## config.mk

```make
export PLATFORM = sky130hd
export DESIGN_NAME = stall_sched
export DESIGN_NICKNAME = d
export VERILOG_FILES = /design/src/rtl/stall_sched_pkg.sv /design/src/rtl/stall_sched_md_busy_ctr.sv /design/src/rtl/stall_sched.sv
export SDC_FILE = /design/constraint.sdc
export NUM_CORES = 1
export LEC_CHECK = 0
export CAP_MARGIN = 20
export CORE_UTILIZATION = 32
export CTS_CLUSTER_DIAMETER = 80
export DETAILED_ROUTE_END_ITERATION = 8
export PLACE_DENSITY_LB_ADDON = 0.12
export SYNTH_ARGS = -nofsm -noshare
export SYNTH_HDL_FRONTEND = slang
export SYNTH_HIERARCHICAL = 1
export SYNTH_SLANG_ARGS = --single-unit
```

## constraint.sdc

```tcl
create_clock -name clk -period 2.8 [get_ports clk]
set_input_delay 0.84 -clock clk [delete_from_list [all_inputs] [get_ports clk]]
set_output_delay 0.84 -clock clk [all_outputs]
set_load 0.05 [all_outputs]
```

## src/rtl/stall_sched_pkg.sv

```systemverilog
// Shared pipeline definitions for the interlock scheduler: default MULT/DIV latencies,
// stall_why bit indices and the zero-register helper used by the hazard terms.
package stall_sched_pkg;

    localparam int MULT_LAT_DEF = 5;
    localparam int DIV_LAT_DEF  = 10;

    localparam int STALL_LU = 0;
    localparam int STALL_BR = 1;
    localparam int STALL_MD = 2;

    localparam logic [4:0] REG_ZERO = 5'd0;

    typedef struct packed {
        logic md;
        logic br;
        logic lu;
    } stall_why_t;

    // $0 is hard-wired, so a write to it can never feed a later reader.
    function automatic logic reg_hit(input logic [4:0] src, input logic [4:0] dst);
        return (dst != REG_ZERO) && (src == dst);
    endfunction

endpackage

```

## src/rtl/stall_sched_md_busy_ctr.sv

```systemverilog
// MULT/DIV busy sequencer: loads the unit latency on a start pulse and counts down;
// busy is asserted while the count is nonzero.
module md_busy_ctr
    import stall_sched_pkg::*;
#(
    parameter int MULT_LAT = MULT_LAT_DEF,
    parameter int DIV_LAT  = DIV_LAT_DEF
) (
    input  logic clk,
    input  logic rst_n,
    input  logic start,
    input  logic is_div,
    output logic busy
);

    localparam logic [3:0] L_MULT = 4'(MULT_LAT);
    localparam logic [3:0] L_DIV  = 4'(DIV_LAT);

    logic [3:0] r_cnt;

    // A start seen while already counting is dropped rather than reloading.
    always_ff @(posedge clk) begin
        if (!rst_n) begin
            r_cnt <= '0;
        end else if (start && (r_cnt == 4'd0)) begin
            r_cnt <= is_div ? L_DIV : L_MULT;
        end else if (r_cnt != 4'd0) begin
            r_cnt <= r_cnt - 4'd1;
        end
    end

    assign busy = (r_cnt != 4'd0);

endmodule

```

## src/rtl/stall_sched.sv

```systemverilog
// Pipeline interlock scheduler: load-use, branch/jr operand and MULT/DIV busy stalls.
// Optional stall-cycle counter enabled by defining STALL_COUNT_EN.
module stall_sched
    import stall_sched_pkg::*;
#(
    parameter int MULT_LAT = MULT_LAT_DEF,
    parameter int DIV_LAT  = DIV_LAT_DEF
) (
    input  logic        clk,
    input  logic        rst_n,
    input  logic [4:0]  RsD,
    input  logic [4:0]  RtD,
    input  logic        b_typeD,
    input  logic        jrD,
    input  logic        cal_rD,
    input  logic        stD,
    input  logic        mdD,
    input  logic        mfD,
    input  logic        mtD,
    input  logic [4:0]  WriteRegE,
    input  logic        cal_rE,
    input  logic        cal_iE,
    input  logic        ldE,
    input  logic        mdE,
    input  logic        divE,
    input  logic [4:0]  WriteRegM,
    input  logic        ldM,
    output logic        StallF,
    output logic        StallD,
    output logic        FlushE,
    output logic        md_start,
    output logic        md_busy,
    output logic [2:0]  stall_why,
    output logic [31:0] stall_cnt
);

    logic       w_lu;
    logic       w_br_e;
    logic       w_br_m;
    logic       w_br;
    logic       w_mdh;
    logic       w_stall;
    stall_why_t w_why;

    assign w_lu = ldE & (reg_hit(RsD, WriteRegE)
                  | ((cal_rD | stD | b_typeD) & reg_hit(RtD, WriteRegE)));

    // Branch/jr compare in D, so any producer still in E, or a load still in M, must wait.
    assign w_br_e = (cal_rE | cal_iE | ldE)
                    & (reg_hit(RsD, WriteRegE) | (b_typeD & reg_hit(RtD, WriteRegE)));
    assign w_br_m = ldM & (reg_hit(RsD, WriteRegM) | (b_typeD & reg_hit(RtD, WriteRegM)));
    assign w_br   = (b_typeD | jrD) & (w_br_e | w_br_m);

    assign w_mdh = (mdD | mfD | mtD) & (md_busy | mdE);

    // Nothing is held back while the pipeline is being reset.
    assign w_stall = rst_n & (w_lu | w_br | w_mdh);

    assign w_why.lu = rst_n & w_lu;
    assign w_why.br = rst_n & w_br;
    assign w_why.md = rst_n & w_mdh;

    assign StallF    = w_stall;
    assign StallD    = w_stall;
    assign FlushE    = w_stall;
    assign stall_why = w_why;

    assign md_start = rst_n & mdE & ~md_busy;

    md_busy_ctr #(
        .MULT_LAT (MULT_LAT),
        .DIV_LAT  (DIV_LAT)
    ) u_md_busy_ctr (
        .clk    (clk),
        .rst_n  (rst_n),
        .start  (md_start),
        .is_div (divE),
        .busy   (md_busy)
    );

`ifdef STALL_COUNT_EN
    logic [31:0] r_stall_cnt;

    always_ff @(posedge clk) begin
        if (!rst_n) begin
            r_stall_cnt <= '0;
        end else if (w_stall) begin
            r_stall_cnt <= r_stall_cnt + 32'd1;
        end
    end

    assign stall_cnt = r_stall_cnt;
`else
    assign stall_cnt = 32'd0;
`endif

endmodule

```

==> impl_metrics.py <==
metrics = {
    "floorplan": {
        "rows": 18,
        "initial_core_util_pct": 34.3,
        "core_area_sq_um": 2500,
        "fp.dieH_um": 53.8,
        "die_x_um": 53.8,
        "io_pins": 75,
        "die-area_sq_um": 2890,
    },
    "setup_path": {
        "r2r_cells": 9,
        "cp_max_fo": 3,
        "required_ps": 1960,
        "reg2reg_to": "u_md_busy_ctr/r_cnt[3]",
        "arrival_ps": 2200,
        "cp-end-kind": "output port",
        "timing.reg2reg.setup_slack_ps": 730,
        "worst_r2r_startpoint": "u_md_busy_ctr/r_cnt[0]",
        "worstSetupPathType": "input port to output port",
        "start_kind": "input port",
    },
    "global_route": {
        "antenna_found_initial": 0,
        "grt_use_total_pct": 16.7,
        "grt_pass1_vias": 841,
        "grt_pass1_wl_mm": 3.40,
        "grt_max_degree": 9,
        "grt_overflow_total": 0,
    },
    "sta": {
        "setup_viol": 5,
        "setup_ws_ps": -236,
        "clock_skew_ps": 3.24,
        "timing.fmax_mhz": 329,
        "fin_crit_sh_pct": 108,
        "fin_crit_ps": 3040,
        "rsz0062_at_grt": "true",
        "timing.final.max_slew_violations": 0,
        "setup_tns_ps": -940,
        "hold_viol": 0,
    },
    "route": {
        "viasPerCell": 4.39,
        "wl_per_cell_um": 12.8,
        "drt_iter0_markers": 5,
        "first_pass_iters": 2,
        "drc": 0,
        "vias": 891,
        "ant_nets": 0,
        "totalWireLength_mm": 2.61,
    },
    "power": {
        "p_per_area_nw_per_um2": 517,
        "p_leak_nw": 0.749,
        "irDropWorstVdd_v": 0.000539,
        "power_w": 0.000830,
    },
    "min_path": {
        "whs_endpoint": "u_md_busy_ctr/r_cnt[0]",
        "min_path_cells": 1,
        "hp-class": "flop to flop",
        "min_from": "u_md_busy_ctr/r_cnt[0]",
    },
    "finish": {
        "fin_cells": 203,
        "drive_gt1_share_pct": 49.1,
        "reg_top3": "u_md_busy_ctr/r_cnt: 4 flops",
        "diodes": 0,
        "area_growth_pct": 87.6,
        "fin_nets": 212,
        "regMostFlops": "u_md_busy_ctr/r_cnt",
        "largest_reg_flops": 4,
    },
    "placement": {
        "dp_hpwl_mm": 1.90,
        "port_buffers": 42,
        "place.gp.congestion": 0.776,
        "dp_cells": 198,
    },
    "synthesis": {
        "ys_ff_latch": 4,
        "synth.distinct_cells": 30,
        "async_reset_ff_share_pct": 0,
        "synthTopCellsByArea": "buf_4, xnor2_1, dfxtp_1",
        "ys.flop_type": "dfxtp_1",
        "ys_seq_area_share_pct": 9.34,
        "syn-instance-count": 112,
        "synth_top_area_share_pct": 29.8,
        "ys_warn_count": 6,
        "syn_area_sq_um": 857,
        "syn_avg_cell_area_sq_um": 7.65,
        "synth-edff-count": 0,
        "synth_common_cells": "buf_4, xnor2_1, nand2_1",
        "synth_top_cell_by_area": "buf_4",
        "synth_most_common_cell": "buf_4",
    },
    "cts": {
        "clkTransAtPathRegs_ps": 30,
        "cts-root-buf": "clkbuf_4",
        "cts_tree": "done",
        "postCtsHoldBufs": 0,
        "clock_path_buffers": 2,
        "clk_latency_ps": 240,
        "htreeDepth": 1,
        "clock-sinks": 4,
        "cts_buffers": 3,
    },
    "outcome": {
        "status": "complete, but fails checks",
        "failed_checks": "negative setup slack",
    },
    "job": {
        "maxCapViolations": 0,
    },
}
-- worst max path at each step --
stage            startpoint            to  slack, ps  cells past startpoint
2_1_floorplan  WriteRegE[4]  stall_why[1]       -220                      5
3_3_place_gp   WriteRegE[4]        StallD       -630                      7
3_5_place_dp   WriteRegE[4]        FlushE       -660                      7
4_1_cts        WriteRegE[3]        FlushE       -220                      6
5_1_grt        WriteRegM[0]        StallD       -270                      7
6_report       WriteRegM[1]        FlushE       -240                      5
-- final cells by class --
type / instances / area [sq um]
Tap cell: 30 / 37.5
Multi-Input combinational cell: 99 / 836
Fill cell: 218 / 892
Clock buffer: 3 / 22.5
Inverter: 5 / 23.8
Timing Repair Buffer: 62 / 607
Sequential cell: 4 / 81.3
-- cells in the final DEF, fill, tap and decap left out, drive strengths merged, types with 5 or more instances in the layout --
cell type / count
buf: 39
clkdlybuf4s15: 5
nand2: 7
conb: 32
o21ai: 5
xnor2: 19
dlygate4sd2: 11
clkbuf: 6
inv: 5
-- per-layer routing --
| metal | share of wire (%) | global-route usage (%) |
|---|---|---|
| met1 | 33 | 16.6 |
| met2 | 58 | 32.5 |
| met3 | 7.2 | 2.54 |
| met4 | 1.7 | 8.77 |
| met5 | 0 | 0 |
-- critical path, stage by stage --
cell and delay [ps]:
buf_6 90, or4_4 560, o2111ai_4 270, o2111ai_4 220, buf_12 210
-- power breakdown --
part / switching (W) / leakage (nW) / internal, W / total (W)
clock: 0.0000243 / 0.0138 / 0.0000480 / 0.0000722
sequential: 0.0000249 / 0.0335 / 0.0000844 / 0.000109
combinational: 0.000374 / 0.702 / 0.000275 / 0.000649
-- repair_timing --
action                     CTS  global route
pin swaps                   26            20
cloned                       0             0
buffers inserted             3             0
setup endpoints to repair    6             7
hold endpoints to repair     0             0
gates resized for setup    103            26
-- through the flow --
| stage | hold WS, ps | cell area, sq um | worst slack [ps] | util, % |
|---|---|---|---|---|
| finish | 463 | 1610 | -236 | 64.3 |
| global route | 467 | 1610 | -274 | 64.3 |
| CTS | 487 | 1560 | -218 | 62.4 |
| detailed placement | 479 | 1400 | -663 | 55.9 |
| global placement | 474 | 1400 | -628 | 55.9 |
| floorplan | 456 | 1010 | -223 | - |
-- cells by family (layout without fill, tap and decap cells) --
logic type / after synthesis / count (layout) / share of synthesized area (%)
buffers and inverters: 40 / 70 / 33.3
and+or+nand+nor: 28 / 28 / 18.2
xor gates and xnor gates: 21 / 21 / 21.5
AOI/OAI and AO/OA: 16 / 16 / 14.3
DFF: 4 / 4 / 9.34
adders and majority gates: 2 / 2 / 2.92
other: 1 / 32 / 0.438
(Power assumes the default switching activity.)
